$ cat config.mk
export PLATFORM = sky130hd
export DESIGN_NAME = instruction_fetch_ctrl
export DESIGN_NICKNAME = d
export VERILOG_FILES = /design/src/rtl/fetch_pkg.sv /design/src/rtl/fetch_out_stage.sv /design/src/rtl/instruction_fetch_ctrl.sv
export SDC_FILE = /design/constraint.sdc
export NUM_CORES = 1
export LEC_CHECK = 0
export BUFFER_PORTS_ARGS = -buffer_cell sky130_fd_sc_hd__buf_4
export CAP_MARGIN = 5
export CELL_PAD_IN_SITES_DETAIL_PLACEMENT = 0
export CELL_PAD_IN_SITES_GLOBAL_PLACEMENT = 1
export CORE_MARGIN = 4
export CORE_UTILIZATION = 29
export CTS_BUF_LIST = sky130_fd_sc_hd__clkbuf_8
export DETAILED_ROUTE_END_ITERATION = 12
export GPL_ROUTABILITY_DRIVEN = 0
export GPL_TIMING_DRIVEN = 0
export HOLD_SLACK_MARGIN = 0.03
export MAX_ROUTING_LAYER = met4
export PLACE_DENSITY = 0.64
export SYNTH_ARGS = -nofsm -noshare
export SYNTH_HDL_FRONTEND = slang
export SYNTH_SLANG_ARGS = --single-unit
$ cat constraint.sdc
create_clock -name clk -period 9.4 [get_ports clk]
set_clock_uncertainty 0.15 [all_clocks]
set_input_delay 0.47 -clock clk [delete_from_list [all_inputs] [get_ports clk]]
set_output_delay 0.47 -clock clk [all_outputs]
set_load 0.005 [all_outputs]
$ cat src/rtl/fetch_pkg.sv
// Shared types and constants for the instruction fetch controller.
package fetch_pkg;

    localparam int XLEN        = 64;
    localparam int ILEN        = 32;
    localparam int INSTR_BYTES = 4;

    typedef enum logic [1:0] {
        RUN   = 2'd0,
        HALT  = 2'd1,
        FAULT = 2'd2
    } fetch_state_t;

    // A PC is fetchable when it is word aligned and the whole word lies
    // inside the memory (pc_max is the last legal word address).
    function automatic logic pc_fetchable(input logic [XLEN-1:0] pc,
                                          input logic [XLEN-1:0] pc_max);
        return (pc[1:0] == 2'b00) && (pc <= pc_max);
    endfunction

endpackage

$ cat src/rtl/fetch_out_stage.sv
// One-entry output register holding {pc, instr} for the decode stage.
// Handshake: valid stays high and pc/instr stay stable until a cycle in which
// ready is high; the entry is consumed at that rising edge. A load may happen
// in the same cycle the old entry is consumed. Flush drops the entry.
module fetch_out_stage
    import fetch_pkg::*;
(
    input  logic            clk,
    input  logic            reset,
    input  logic            flush,
    input  logic            load,
    input  logic            ready,
    input  logic [XLEN-1:0] load_pc,
    input  logic [ILEN-1:0] load_instr,
    output logic            valid,
    output logic [XLEN-1:0] pc,
    output logic [ILEN-1:0] instr
);

    logic            valid_q;
    logic [XLEN-1:0] pc_q;
    logic [ILEN-1:0] instr_q;

    // Flush beats load, load beats drain; payload only changes on a load.
    always_ff @(posedge clk or posedge reset) begin
        if (reset) begin
            valid_q <= 1'b0;
            pc_q    <= '0;
            instr_q <= '0;
        end else if (flush) begin
            valid_q <= 1'b0;
        end else if (load) begin
            valid_q <= 1'b1;
            pc_q    <= load_pc;
            instr_q <= load_instr;
        end else if (ready && valid_q) begin
            valid_q <= 1'b0;
        end
    end

    assign valid = valid_q;
    assign pc    = pc_q;
    assign instr = instr_q;

endmodule

$ cat src/rtl/instruction_fetch_ctrl.sv
// Instruction fetch controller: owns the PC, addresses the combinational
// instruction memory and feeds a one-entry output stage towards decode.
// Redirects override everything; halt pauses issue; an unfetchable PC
// parks the controller in FAULT until a redirect or reset.
module instruction_fetch_ctrl
    import fetch_pkg::*;
#(
    parameter logic [63:0] RESET_PC  = 64'h0,
    parameter int          IMEM_SIZE = 4096
) (
    input  logic        clk,
    input  logic        reset,
    output logic [63:0] imem_addr,
    input  logic [31:0] imem_instr,
    input  logic        redirect_valid,
    input  logic [63:0] redirect_pc,
    input  logic        halt,
    output logic        if_valid,
    input  logic        if_ready,
    output logic [63:0] if_pc,
    output logic [31:0] if_instr,
    output logic        fetch_fault,
    output logic [63:0] fault_pc,
    output logic [1:0]  dbg_state
);

    localparam logic [XLEN-1:0] PC_MAX = XLEN'(IMEM_SIZE - INSTR_BYTES);
    localparam logic [XLEN-1:0] PC_STEP = XLEN'(INSTR_BYTES);

    fetch_state_t    state_q;
    logic [XLEN-1:0] pc_q;
    logic [XLEN-1:0] pc_d;
    logic            fault_q;
    logic [XLEN-1:0] fault_pc_q;

    logic pc_ok;
    logic slot_free;
    logic fire;
    logic stage_valid;

    assign pc_ok     = pc_fetchable(pc_q, PC_MAX);
    assign slot_free = !stage_valid || if_ready;
    assign fire      = (state_q == RUN) && !halt && slot_free && pc_ok && !redirect_valid;

    // Next PC: redirect target, sequential advance on a fetch, else hold.
    always_comb begin
        pc_d = pc_q;
        if (redirect_valid) begin
            pc_d = redirect_pc;
        end else if (fire) begin
            pc_d = pc_q + PC_STEP;
        end
    end

    // Fetch FSM with PC and sticky fault registers.
    always_ff @(posedge clk or posedge reset) begin
        if (reset) begin
            state_q    <= RUN;
            pc_q       <= RESET_PC;
            fault_q    <= 1'b0;
            fault_pc_q <= '0;
        end else begin
            pc_q <= pc_d;
            if (redirect_valid) begin
                // A redirect in RUN or HALT leaves the state alone; halt
                // is re-evaluated on the following cycle.
                if (state_q == FAULT) begin
                    fault_q <= 1'b0;
                    state_q <= halt ? HALT : RUN;
                end
            end else begin
                unique case (state_q)
                    RUN: begin
                        // Halt is checked first so a pending fault waits
                        // until the controller resumes.
                        if (halt) begin
                            state_q <= HALT;
                        end else if (!pc_ok) begin
                            state_q    <= FAULT;
                            fault_q    <= 1'b1;
                            fault_pc_q <= pc_q;
                        end
                    end
                    HALT: begin
                        if (!halt) begin
                            state_q <= RUN;
                        end
                    end
                    FAULT: begin
                        state_q <= FAULT;
                    end
                    default: begin
                        state_q <= RUN;
                    end
                endcase
            end
        end
    end

    fetch_out_stage u_out_stage (
        .clk        (clk),
        .reset      (reset),
        .flush      (redirect_valid),
        .load       (fire),
        .ready      (if_ready),
        .load_pc    (pc_q),
        .load_instr (imem_instr),
        .valid      (stage_valid),
        .pc         (if_pc),
        .instr      (if_instr)
    );

    assign imem_addr   = pc_q;
    assign if_valid    = stage_valid;
    assign fetch_fault = fault_q;
    assign fault_pc    = fault_pc_q;
    assign dbg_state   = state_q;

endmodule

==> impl_metrics.json <==
{
  "outcome": "complete, no violations",
  "detail_route.iter0.violations": 328,
  "critPathArrivalTime_ns": 3.78,
  "die_width_um": 179.6,
  "grt.total_usage_pct": 17.54,
  "antenna_found_initial": 3,
  "worst-r2r-setup-slack_ns": 5.86,
  "slowest_stage": "sky130_fd_sc_hd__nor4_1",
  "synth-main-ff-cell": "sky130_fd_sc_hd__dfrtp_1",
  "grt-ovfl-total": 0,
  "critical_path.most_common_cell": "sky130_fd_sc_hd__nand2_1",
  "slew-limit-headroom_pct": 40.71,
  "mappedNetlistArea_mm2": 0.008542,
  "setup_cp_type": "reg2reg",
  "postSynthCellCount": 647,
  "dieHeight_um": 179.6,
  "worst_endpoint_required_time_ns": 9.64,
  "final_util_pct": 46.14,
  "synth-edff-count": 0,
  "vdd_drop_max_mv": 0.1226,
  "clock-sinks": 228,
  "r2r_start": "imem_addr[55]",
  "fmax_ghz": 0.2826,
  "maximum_clock_path_buffer_count": 3,
  "cp-end-kind": "flip-flop",
  "fp.dieArea_mm2": 0.03227,
  "ys_types": 36,
  "path_delay_family": "simple AND/OR/NAND/NOR gates",
  "dr.pass1.iters": 4,
  "grt_setup_unrepaired": "false",
  "synth-seq-area-share_pct": 66.79,
  "timing_hold_violations_final": 0,
  "core_mm2": 0.02886,
  "timing.critical_path.to": "u_out_stage.instr[10]",
  "setup.worst_path.start_class": "flip-flop",
  "first_global_vias": 7419,
  "clock_tree.htree_level_count": 2,
  "timing_worst_slew_pin_value_ns": 0.8812,
  "fin_nets": 1212,
  "synth_largest_type_area_fraction_pct": 66.79,
  "cap_violations": 0,
  "antenna_left": 0,
  "worstSkewPairLatency_ns": 0.53,
  "cell_by_cell_trace_of_the_critical_path": "nor4_1 -> nand4_1 -> nor4_4 -> nand3_2 -> buf_2 -> clkbuf_1 -> nand2_1 -> nand2_1",
  "area_growth_syn_to_layout_pct": 55.87,
  "share_clk_of_total_power_pct": 36.4,
  "cts_tree": "done",
  "p_int_mw": 1.980,
  "crit_start": "imem_addr[55]",
  "avgRoutedWirePerCell_um": 18.13,
  "crit_cells": 8,
  "synth.largest_area_cell": "sky130_fd_sc_hd__dfrtp_1",
  "synthesis.nets": 749,
  "timing.final.max_slew_violations": 0,
  "setup_violations": 0,
  "power_frac_comb_pct": 18.5,
  "share_of_layout_cells_above_drive_strength_1_pct": 46.67,
  "cellPowerDensity_mw_per_mm2": 199.5,
  "r2r.worst_path.cells": 8,
  "timing.rr.end": "u_out_stage.instr[10]",
  "layout_worst_path_cycle_share_pct": 37.64,
  "start_point_of_the_worst_hold_path": "redirect_pc[19]",
  "synth_warnings": 0,
  "hold_path.class": "in2reg",
  "post_synth_main_area_contributors": "sky130_fd_sc_hd__dfrtp_1 67%, sky130_fd_sc_hd__mux2_2 15%, sky130_fd_sc_hd__nand2_1 5.4%",
  "finalWirelength_um": 27690,
  "placement.io_buffers": 328,
  "cp.buffers_inverters": 2,
  "share_seq_of_total_power_pct": 45.2,
  "pin_count_of_the_biggest_net_entering_global_routing": 88,
  "boundary_pin_count": 329,
  "via_count": 6683,
  "fin_total_pwr_mw": 2.656,
  "cts.repair_timing.setup_buffer_count": 0,
  "initial_core_util_pct": 29.60,
  "grt_pass1_wl_um": 43840,
  "switching_share_pct": 25.47,
  "dp_hpwl_um": 19890,
  "synth_area_per_cell_um2": 13.20,
  "clock_tree.root_cell": "sky130_fd_sc_hd__clkbuf_8",
  "rows": 62,
  "power_switching_mw": 0.6765,
  "period_needed_ns": 3.538,
  "tritoncts.num_buffers": 43,
  "cp_slowest_stage_delay_ns": 0.79,
  "detailed_route_vias_per_instance": 4.377,
  "timing.critical_path.fanout_max": 10,
  "async_flop_share_pct": 100.0,
  "worst_setup_hold_path_clk_slew_ns": 0.06,
  "power_leakage_nw": 6.682,
  "drc_violations": 0,
  "postSynthRegisterBits": 228
}
==> routing by layer <==
metal / GRT usage [%] / routed length [um] / vias up
li1: - / - / 3141
met1: 21.73 / 11690 / 3272
met2: 27.66 / 13360 / 211
met3: 4.790 / 1691 / 59
met4: 6.492 / 946 / 0
met5: - / 0 / -
==> Yosys cell counts, types with 4 or more instances <==
cell                       instances
sky130_fd_sc_hd__mux2_2          111
sky130_fd_sc_hd__o21ai_0          15
sky130_fd_sc_hd__buf_2            15
sky130_fd_sc_hd__inv_1             7
sky130_fd_sc_hd__nand4_1           4
sky130_fd_sc_hd__and3_1            5
sky130_fd_sc_hd__dfrtp_1         228
sky130_fd_sc_hd__nand3_1           5
sky130_fd_sc_hd__a21oi_1           4
sky130_fd_sc_hd__nor4_1           14
sky130_fd_sc_hd__and2_1           55
sky130_fd_sc_hd__clkbuf_1         15
sky130_fd_sc_hd__nor2_1            8
sky130_fd_sc_hd__a21o_1            4
sky130_fd_sc_hd__nand2_1         124
sky130_fd_sc_hd__o221a_2           6
==> per-stage QoR <==
step | cell area, um^2 | hold WS, ns | TNS (ns) | std cells | setup slack (ns)
2_1_floorplan | 8542 | 0.3197 | 0 | 647 | 2.532
3_3_place_gp | 11480 | 0.3115 | -127.49 | 1359 | -0.5773
3_5_place_dp | 11550 | 0.3134 | 0 | 1361 | 5.911
4_1_cts | 13310 | 0.03187 | 0 | 1524 | 5.882
5_1_grt | 13310 | 0.04081 | 0 | 1527 | 5.678
6_report | 13310 | 0.07837 | 0 | 1527 | 5.862
==> repair_timing <==
action	CTS	global route
hold buffers	88	0
endpoints found under the setup margin	0	0
hold endpoints to repair	148	0
resized for setup	0	0
==> layout make-up <==
type	instances	area [um^2]
sequential	228	5705
fill	2717	15540
clock inverter	19	107.6
tap	384	480.5
inverter	7	33.78
clock buffer	56	770.7
multi-input combinational	379	2660
antenna	3	7.507
buffer	33	150.1
timing repair buffer	418	3398
==> power groups by stage <==
| stage | Sequential [mW] | Combinational, mW | Clock, mW |
|---|---|---|---|
| after floorplan | 1.21 | 0.156 | 0 |
| after global placement | 1.21 | 0.467 | 0 |
| after detailed placement | 1.22 | 0.471 | 0 |
| after CTS | 1.20 | 0.504 | 1.01 |
| after global routing | 1.22 | 0.532 | 1.05 |
| final | 1.20 | 0.491 | 0.966 |
==> worst reg2reg max path: cells and delay by family (launching register included) <==
kind	cells	cell delay, ns
buffers and inverters	2	0.59
flip-flops	1	0.42
AND/OR/NAND/NOR	6	2.26
==> kinds of logic after synthesis <==
| family | after synthesis | share of synthesized area (%) |
|---|---|---|
| xor+xnor | 1 | 0.1026 |
| simple gates | 224 | 12.73 |
| mux | 112 | 14.75 |
| fa+ha+maj | 1 | 0.1465 |
| flops | 228 | 66.79 |
| compound gates | 41 | 3.413 |
| buf+inv | 40 | 2.065 |
==> flip-flops by register name (all words and copies together) (netlist names) <==
register and cells:
u_out_stage.pc 64, u_out_stage.valid 1, dbg_state 2, fetch_fault 1, imem_addr 64, u_out_stage.instr 32, fault_pc 64
==> worst min-delay path by stage <==
stage / end / slack, ns / cells after the start
after floorplan: u_out_stage.instr[0] / 0.32 / 2
after global placement: u_out_stage.instr[9] / 0.31 / 2
after detailed placement: u_out_stage.instr[15] / 0.31 / 2
after CTS: imem_addr[19] / 0.03 / 2
after global routing: imem_addr[15] / 0.04 / 2
final: imem_addr[19] / 0.08 / 2
==> layout by cell type, fill, tap and decap left out, types with 8 or more instances in the layout <==
cell type | Yosys | final
sky130_fd_sc_hd__buf_2 | 15 | 15
sky130_fd_sc_hd__and2_1 | 55 | 55
sky130_fd_sc_hd__clkbuf_1 | 15 | 15
sky130_fd_sc_hd__o21ai_0 | 15 | 15
sky130_fd_sc_hd__nor2_1 | 8 | 8
sky130_fd_sc_hd__dlygate4sd3_1 | 0 | 88
sky130_fd_sc_hd__mux2_2 | 111 | 111
sky130_fd_sc_hd__nor4_1 | 14 | 14
sky130_fd_sc_hd__inv_1 | 7 | 18
sky130_fd_sc_hd__nand2_1 | 124 | 124
sky130_fd_sc_hd__dfrtp_1 | 228 | 228
sky130_fd_sc_hd__clkbuf_8 | 0 | 56
sky130_fd_sc_hd__buf_4 | 2 | 330
No activity file was read; power rests on OpenSTA's default activity.
